File: config.mk
export PLATFORM = sky130hd
export DESIGN_NAME = noc_inject_port
export DESIGN_NICKNAME = d
export VERILOG_FILES = /design/src/rtl/noc_inject_port.sv
export SDC_FILE = /design/constraint.sdc
export NUM_CORES = 1
export LEC_CHECK = 0
export BUFFER_PORTS_ARGS = -buffer_cell sky130_fd_sc_hd__buf_2
export CORE_MARGIN = 1
export CORE_UTILIZATION = 56
export DETAILED_ROUTE_END_ITERATION = 8
export HOLD_SLACK_MARGIN = 0.12
export PLACE_DENSITY = 0.83
export SETUP_SLACK_MARGIN = 0.4
export SLEW_MARGIN = 10
export SYNTH_ARGS = -nofsm -noshare
export SYNTH_HDL_FRONTEND = slang
export SYNTH_HIERARCHICAL = 1
export SYNTH_SLANG_ARGS = --single-unit
File: constraint.sdc
create_clock -name clk -period 5.5 [get_ports clk]
set_clock_uncertainty 0.05 [all_clocks]
set_input_delay 0 -clock clk [delete_from_list [all_inputs] [get_ports clk]]
set_output_delay 0 -clock clk [all_outputs]
set_load 0.01 [all_outputs]
File: src/rtl/noc_inject_port.sv
// NoC injection port: in-order input queue feeding a one-cycle tx register,
// gated by per-VC credit counters for the downstream VC FIFOs.
module noc_inject_credit #(
  parameter int DEPTH = 4
) (
  input  logic clk,
  input  logic rst,
  input  logic gnt,
  input  logic take,
  output logic avail,
  output logic ovf
);
  localparam int CW = $clog2(DEPTH) + 1;
  localparam logic [CW-1:0] MAX = CW'(DEPTH - 1);

  logic [CW-1:0] cnt;

  assign avail = (cnt != '0);
  // A return and a consume in the same cycle cancel, so no overflow then.
  assign ovf   = gnt && !take && (cnt == MAX);

  always_ff @(posedge clk or posedge rst) begin
    if (rst) cnt <= MAX;
    else begin
      case ({gnt, take})
        2'b10:   if (cnt != MAX) cnt <= cnt + 1'b1;
        2'b01:   cnt <= cnt - 1'b1;
        default: ;
      endcase
    end
  end
endmodule

module noc_inject_port #(
  parameter int A_W           = 3,
  parameter int D_W           = 8,
  parameter int VC_W          = 4,
  parameter int VC_FIFO_DEPTH = 4,
  parameter int IQ_DEPTH      = 4
) (
  input  logic                     clk,
  input  logic                     rst,
  input  logic                     in_valid,
  output logic                     in_ready,
  input  logic [A_W-1:0]           in_dest,
  input  logic [D_W-1:0]           in_data,
  input  logic [$clog2(VC_W)-1:0]  in_vc,
  output logic [VC_W-1:0]          tx_vc_target,
  output logic [A_W+D_W-1:0]       tx_packet,
  input  logic [VC_W-1:0]          tx_vc_credit_gnt,
  output logic                     credit_err,
  output logic [31:0]              sent_count
);
  localparam int VCI_W = $clog2(VC_W);
  localparam int PW    = $clog2(IQ_DEPTH);

  typedef struct packed {
    logic [VCI_W-1:0] vc;
    logic [A_W-1:0]   dest;
    logic [D_W-1:0]   data;
  } iq_entry_t;

  iq_entry_t        mem [IQ_DEPTH];
  iq_entry_t        head;
  logic [PW:0]      wr_ptr, rd_ptr;
  logic             empty, full, ready_en;
  logic             accept, bad_vc, push, issue;
  logic [VC_W-1:0]  issue_oh, avail, ovf;

  assign empty    = (wr_ptr == rd_ptr);
  assign full     = (wr_ptr[PW] != rd_ptr[PW]) && (wr_ptr[PW-1:0] == rd_ptr[PW-1:0]);
  // ready_en keeps in_ready low while in reset and rises on the first edge after.
  assign in_ready = ready_en && !full;
  assign accept   = in_valid && in_ready;
  assign bad_vc   = ({1'b0, in_vc} >= (VCI_W+1)'(VC_W));
  assign push     = accept && !bad_vc;

  assign head     = mem[rd_ptr[PW-1:0]];
  assign issue    = !empty && avail[head.vc];
  assign issue_oh = issue ? (VC_W'(1) << head.vc) : '0;

  noc_inject_credit #(.DEPTH(VC_FIFO_DEPTH)) u_cred [VC_W-1:0] (
    .clk   (clk),
    .rst   (rst),
    .gnt   (tx_vc_credit_gnt),
    .take  (issue_oh),
    .avail (avail),
    .ovf   (ovf)
  );

  // Storage needs no reset; the pointers define what is valid.
  always_ff @(posedge clk) begin
    if (push) mem[wr_ptr[PW-1:0]] <= '{vc: in_vc, dest: in_dest, data: in_data};
  end

  always_ff @(posedge clk or posedge rst) begin
    if (rst) begin
      wr_ptr       <= '0;
      rd_ptr       <= '0;
      ready_en     <= 1'b0;
      tx_vc_target <= '0;
      tx_packet    <= '0;
      credit_err   <= 1'b0;
      sent_count   <= '0;
    end else begin
      ready_en     <= 1'b1;
      if (push)  wr_ptr <= wr_ptr + 1'b1;
      if (issue) rd_ptr <= rd_ptr + 1'b1;
      tx_vc_target <= issue_oh;
      tx_packet    <= issue ? {head.dest, head.data} : '0;
      if (issue) sent_count <= sent_count + 32'd1;
      if ((|ovf) || (accept && bad_vc)) credit_err <= 1'b1;
    end
  end
endmodule

After elaboration in Yosys (flattened, before gate mapping)
Memory sizes are Yosys's and may differ from the RTL's.
Index checks and enable logic that the tools add are counted.
{"block": "classes", "n_addsub": 11, "magnitude_cmp": 1, "muxes": 14, "eq_ne": 23, "reduce_logical": 31, "n_shift": 1}
{"operator": "$add 32x1->32 const B", "count": 1}
{"operator": "$pmux 3 s2", "count": 4}
{"operator": "$add 3x1->3 const B", "count": 6}
{"operator": "$eq 3x2->1 const B", "count": 4}
{"operator": "$logic_and 1x1->1", "count": 12}
{"operator": "$mux 3", "count": 4}
{"operator": "$ne 3x2->1 const B", "count": 4}
{"operator": "$reduce_bool 3->1", "count": 4}
{"operator": "$sub 3x1->3 const B", "count": 4}
{"operator": "$mux 11", "count": 1}
{"operator": "$eq 2x1->1 const B", "count": 4}
{"operator": "$eq 2x2->1 const B", "count": 4}
{"operator": "$ne 2x1->1 const B", "count": 4}
{"operator": "$reduce_and 2->1", "count": 4}
{"operator": "$reduce_bool 2->1", "count": 4}
{"operator": "$logic_not 1->1", "count": 6}
{"operator": "$mux 4", "count": 1}
{"operator": "$reduce_or 4->1", "count": 1}
{"operator": "$shl 1x2->4 const A", "count": 1}
{"operator": "$eq 3x3->1", "count": 1}
{"operator": "$lt 2x3->1 const B", "count": 1}
{"operator": "$mux 1", "count": 3}
{"operator": "$bmux 1 s2", "count": 1}
{"operator": "$eq 2x2->1", "count": 1}
{"operator": "$ne 1x1->1", "count": 1}
{"block": "totals", "mem_bits_rw": 52, "regBits": 67, "in_bits": 20, "mem_count": 1}
{"name": "mem", "depth": 4, "word_bits": 13, "rd": 1, "rd_clocked_by_memory_dff": 0, "write_ports": 1, "line": "63", "text": "iq_entry_t mem [IQ_DEPTH];"}

Longest topological paths before layout
{"block": "logic_depth", "word_depth": 9, "depth_mapped": 11, "depth_no_buf": 10}

By module
The synthesis kept the hierarchy.
{"mod": "noc_inject_port", "seq_area_each_um2": 2937.8, "instances": 1, "cells_per_inst": 291, "area_per_inst_um2": 4445.5}
{"mod": "noc_inject_credit", "seq_area_each_um2": 77.6, "instances": 4, "cells_per_inst": 24, "area_per_inst_um2": 229.0}

Least setup slack after synthesis
Ideal clock, no wire load.
{"block": "synth_timing", "kind": "register -> register", "from": "register rd_ptr[0]", "to": "register u_cred[1].cnt[2]", "period_less_slack_ns": 2.727, "stages_incl_launch_ff": 11, "t_arrival_ns": 2.538, "setup_ns": 0.139, "n_path_buf": 1, "setup_slack_ns": 2.773, "required_time_ns": 5.311, "cell_sequence": "dfrtp_1 > buf_6 > mux4_2 > a31oi_1 > nand2_1 > nor2_1 > nand2b_4 > xnor2_1 > ha_1 > o311ai_0 > o31ai_1"}
{"block": "synth_via", "elab_chain_len": 8, "word_cells_on_any_way": 14, "cone_classes": "eq/ne: 4; shift: 1; mux: 4; reduce/logical: 4; memory: 1"}
{"element": "from (decl)", "line": "65", "text": "logic [PW:0] wr_ptr, rd_ptr;"}
{"element": "from (signal assigned)", "line": "108", "text": "if (issue) rd_ptr <= rd_ptr + 1'b1;"}
{"element": "$mem_v2 4x13"}
{"element": "$bmux 1 s2", "line": "79", "text": "assign issue = !empty && avail[head.vc];"}
{"element": "$mux 1 (not written as such)", "line": "79"}
{"element": "$logic_and 1x1->1", "line": "79"}
{"element": "$mux 4 (*)", "line": "80", "text": "assign issue_oh = issue ? (VC_W'(1) << head.vc) : '0;"}
{"element": "net issue_oh[1]", "line": "68", "text": "logic [VC_W-1:0] issue_oh, avail, ovf;"}
{"element": "$eq 2x2->1 / $eq 2x1->1 (equally long branches)", "line": "25", "text": "case ({gnt, take})"}
{"element": "$ne 2x1->1 (no line) / $reduce_bool 2->1 (equally long branches)"}
{"element": "$reduce_and 2->1 (no line)"}
{"element": "to (signal assigned)", "line": "26", "text": "2'b10: if (cnt != MAX) cnt <= cnt + 1'b1;"}
{"element": "to (signal assigned)", "line": "27", "text": "2'b01: cnt <= cnt - 1'b1;"}
{"element": "to (decl)", "line": "16", "text": "logic [CW-1:0] cnt;"}
The timed path passes the listed nets; every way through them passes the cells marked *. The select of a mux whose other input is x is not followed.
A chain may end at the register's enable or synchronous reset.

Worst setup path after layout
{"block": "layout_timing", "from": "register rd_ptr[1]", "to": "register u_cred[0].cnt[2]"}
{"block": "layout_via", "elab_chain_len": 8, "word_cells_on_any_way": 14, "cone_classes": "eq/ne: 4; shift: 1; mux: 4; reduce/logical: 4; memory: 1"}
{"element": "$mem_v2 4x13"}
{"element": "$bmux 1 s2", "line": "79"}
{"element": "$mux 1 (not written as such)", "line": "79"}
{"element": "$logic_and 1x1->1", "line": "79"}
{"element": "$mux 4 (*)", "line": "80"}
{"element": "net issue_oh[0]", "line": "68"}
{"element": "$eq 2x2->1 / $eq 2x1->1 (equally long branches)", "line": "25"}
{"element": "$ne 2x1->1 (no line) / $reduce_bool 2->1 (equally long branches)"}
{"element": "$reduce_and 2->1 (no line)"}
{"element": "to (signal assigned)", "line": "26"}
{"element": "to (signal assigned)", "line": "27"}
{"element": "to (decl)", "line": "16"}
Marks and branches as above.

==> impl_metrics.py <==
metrics = {
    "worst_setup_path": {
        "crit_family": "compound AO/OA/AOI/OAI gates",
        "critPathBufInv": 0,
        "path_cells": "mux4_2 > a31oi_1 > nand2_1 > nor2_1 > nand2b_4 > xnor2_1 > ha_1 > o311ai_0 > o31ai_1",
        "endpoint": "u_cred[0]/cnt[2]",
        "worstSetupStartpointType": "register",
        "cp_max_fo": 17,
        "slowest_stage": "dfrtp_1",
        "cp.required_ns": 5.81,
        "worst-path-stages": 9,
        "r2r-start": "rd_ptr[1]",
        "cp.arrival_ns": 3.81,
        "end_kind": "register",
        "ff2ff_path_depth": 9,
        "crit_start": "rd_ptr[1]",
        "timing.rr.end": "u_cred[0]/cnt[2]",
        "cp_slowest_stage_delay_ns": 0.82,
        "reg2reg_slack_ns": 2.00,
        "path_class": "reg2reg",
    },
    "place": {
        "hpwl_um": 6680,
        "routabilityCongestion": 0.867,
        "port_buffers": 68,
    },
    "cells_and_area": {
        "nNetsFinal": 516,
        "register_area_um2": 3250,
        "post_route_cells_drive_above_1_share_pct": 28.9,
        "area_growth_pct": 22.8,
        "diodes": 0,
        "fillers": 590,
        "multi_input_area_um2": 2000,
    },
    "timing": {
        "min_period_ns": 3.50,
        "setup-tns-final_ns": 0,
        "slew_violations": 0,
        "hold_ws_ns": 0.186,
        "slew_headroom_pct": 15.7,
        "hold_viol_final": 0,
        "worst_pin_slew_ns": 1.26,
        "setup_viol": 0,
        "max_freq_mhz": 286,
        "rsz0062_at_grt": "false",
        "min_period_over_period_pct": 63.6,
    },
    "logic_synthesis": {
        "synth-edff-count": 52,
        "async_reset_ff_share_pct": 56.3,
        "yosysWarnings": 6,
        "synthFlopType": "dfrtp_1",
        "ys_types": 44,
        "syn_area_um2": 5360,
        "ys_seq_elements": 119,
        "syn-num-nets": 417,
        "avgSynthCellArea_um2": 13.9,
        "synthCells": 387,
        "seq_area_frac_synth_pct": 60.6,
    },
    "clock_network": {
        "cts_hold_buffers": 20,
        "cts_buffers": 17,
        "cts_tree": "done",
        "cts.sinks": 119,
        "cts_max_level": 4,
        "clk_pin_slew_ns": 0.06,
        "cts-resized-gates": 0,
        "cts_root_buf": "clkbuf_8",
        "clock_path_buffers": 2,
        "cts_setup_buffers": 0,
        "clock_latency_ns": 0.51,
    },
    "run_status": {
        "status": "completed",
    },
    "drt": {
        "avgViaCountPerCell": 5.59,
        "drtPass1Iterations": 4,
        "antenna_left": 0,
        "wirelength_um": 10900,
        "drc": 0,
        "drtIter0Drc": 232,
        "via_count": 3511,
        "wire_per_inst_um": 17.4,
    },
    "power": {
        "p_switching_mw": 1.34,
        "power_frac_comb_pct": 34.3,
        "p_seq_share_pct": 36.7,
        "ir_drop_mv": 0.454,
        "swShare_pct": 36.5,
        "power_density_nw_per_um2": 556,
        "p_int_mw": 2.33,
        "leakage_nw": 2.86,
        "clkPwrFrac_pct": 28.9,
    },
    "min_path": {
        "hold_class": "in2reg",
        "hold_depth": 2,
    },
    "floorplan": {
        "fp.coreArea_um2": 9240,
        "initial_core_util_pct": 58.0,
        "dieArea_um2": 9970,
        "pin_count": 69,
        "die_w_um": 99.8,
        "die_y_um": 99.8,
        "row_count": 35,
    },
    "grt": {
        "grt_pass1_wl_um": 17900,
        "antenna_found_initial": 0,
        "grt_max_degree": 56,
        "grt_use_total_pct": 24.0,
        "grt_pass1_vias": 3586,
        "overflow": 0,
    },
    "run": {
        "drv_cap": 0,
    },
}
[sequential cells by signal, indices dropped and copies added, names as in the netlist]
signal / flops
mem: 52
sent_count: 32
u_cred/cnt: 12
tx_packet: 11
tx_vc_target: 4
rd_ptr: 3
wr_ptr: 3
credit_err: 1
ready_en: 1
[Yosys cell counts, drive strengths merged (8+ instances only)]
| library cell | number | share of area (%) |
|---|---|---|
| and2 | 16 | 1.9 |
| and3 | 15 | 1.8 |
| dfrtp | 59 | 28 |
| dfstp | 8 | 3.9 |
| edfxtp | 52 | 29 |
| ha | 10 | 2.3 |
| inv | 12 | 0.84 |
| mux4 | 13 | 5.6 |
| nand2 | 19 | 1.3 |
| nand2b | 8 | 1.5 |
| nand3 | 15 | 1.9 |
| nand4 | 19 | 2.3 |
| nor2 | 15 | 1.3 |
| o21a | 8 | 1.1 |
| o21ai | 12 | 1.1 |
| xnor2 | 31 | 5.1 |
| xor2 | 18 | 2.9 |
[final cells by class]
type | count | share of cell area, %
Sequential cell | 119 | 49.3
Multi-Input combinational cell | 246 | 30.4
Timing Repair Buffer | 90 | 8.44
Clock buffer | 17 | 6.29
Tap cell | 129 | 2.45
Clock inverter | 15 | 2.38
Inverter | 12 | 0.684
[cells by family (layout without fill, tap and decap cells)]
family                   Yosys count  after routing  synth area share (%)
AND/OR/NAND/NOR                  133            133                  15.3
flip-flops                       119            119                  60.6
XOR/XNOR                          49             49                  8.00
AO/OA/AOI/OAI                     37             37                  5.20
buffers and inverters             22            134                  2.12
multiplexers                      16             16                  6.37
adder cells (fa/ha/maj)           10             10                  2.33
other                              1              1                0.0699
[routing by layer]
| metal | up-vias | GRT usage, % | share of wire (%) |
|---|---|---|---|
| met5 | - | 0 | 0 |
| met4 | 0 | 12.7 | 2.8 |
| met3 | 26 | 5.78 | 4.4 |
| met2 | 110 | 39.9 | 52 |
| met1 | 1753 | 29.2 | 41 |
| li1 | 1622 | - | - |
[how the worst min path moves through the flow]
stage	startpoint	end	slack, ns
2_1_floorplan	rst	u_cred[0]/cnt[2]	-0.30
3_3_place_gp	rst	u_cred[3]/cnt[2]	-0.12
3_5_place_dp	rst	u_cred[3]/cnt[2]	-0.12
4_1_cts	in_data[5]	mem[1][5]	0.17
5_1_grt	in_data[2]	mem[2][2]	0.17
6_report	in_data[5]	mem[1][5]	0.19
[worst register-to-register path, stage by stage, from the launching register on]
cell,delay (ns)
dfrtp_1,0.82
mux4_2,0.43
a31oi_1,0.32
nand2_1,0.12
nor2_1,0.44
nand2b_4,0.13
xnor2_1,0.16
ha_1,0.23
o311ai_0,0.53
o31ai_1,0.14
[placed cells by master, fill, tap and decap left out, types with 3 or more instances in the layout]
cell type      count
and2b_1            4
nor3_1             3
o311ai_0           4
nor2_2             6
nand4_1           18
clkinv_4           3
nand2b_1           4
dfstp_2            8
dfrtp_1           59
mux4_2            11
edfxtp_1          52
and2_1            15
and3_1            15
clkbuf_16         16
ha_1              10
nand3_1           10
nor2_1             9
inv_1             11
buf_2             68
nand3_2            5
o21a_1             8
nor2b_1            5
o21ai_0           12
xor2_1            18
dlygate4sd3_1     20
nand3b_1           4
inv_6              8
nand2_1           19
or3_1              4
xnor2_1           31
a32o_1             4
nand2b_4           4
o31ai_1            4
[through the flow]
| step | power (mW) | util [%] | cell area [um2] | instances | setup WS, ns |
|---|---|---|---|---|---|
| after global placement | 2.51 | 62.9 | 5810 | 576 | 2.37 |
| after global routing | 3.87 | 71.3 | 6590 | 628 | 1.71 |
| after detailed placement | 2.58 | 62.9 | 5810 | 576 | 2.16 |
| final | 3.66 | 71.3 | 6590 | 628 | 2.00 |
| after floorplan | 2.30 | - | 5360 | 387 | 2.77 |
| after CTS | 3.68 | 71.3 | 6590 | 628 | 2.04 |
[power by group through the flow]
stage,sequential (mW),clock (mW),combinational [mW]
CTS,1.34,1.07,1.26
detailed placement,1.35,0,1.22
global route,1.37,1.12,1.38
global placement,1.33,0,1.18
floorplan,1.32,0,0.981
finish,1.35,1.06,1.26
No activity file was read; power rests on OpenSTA's default activity.
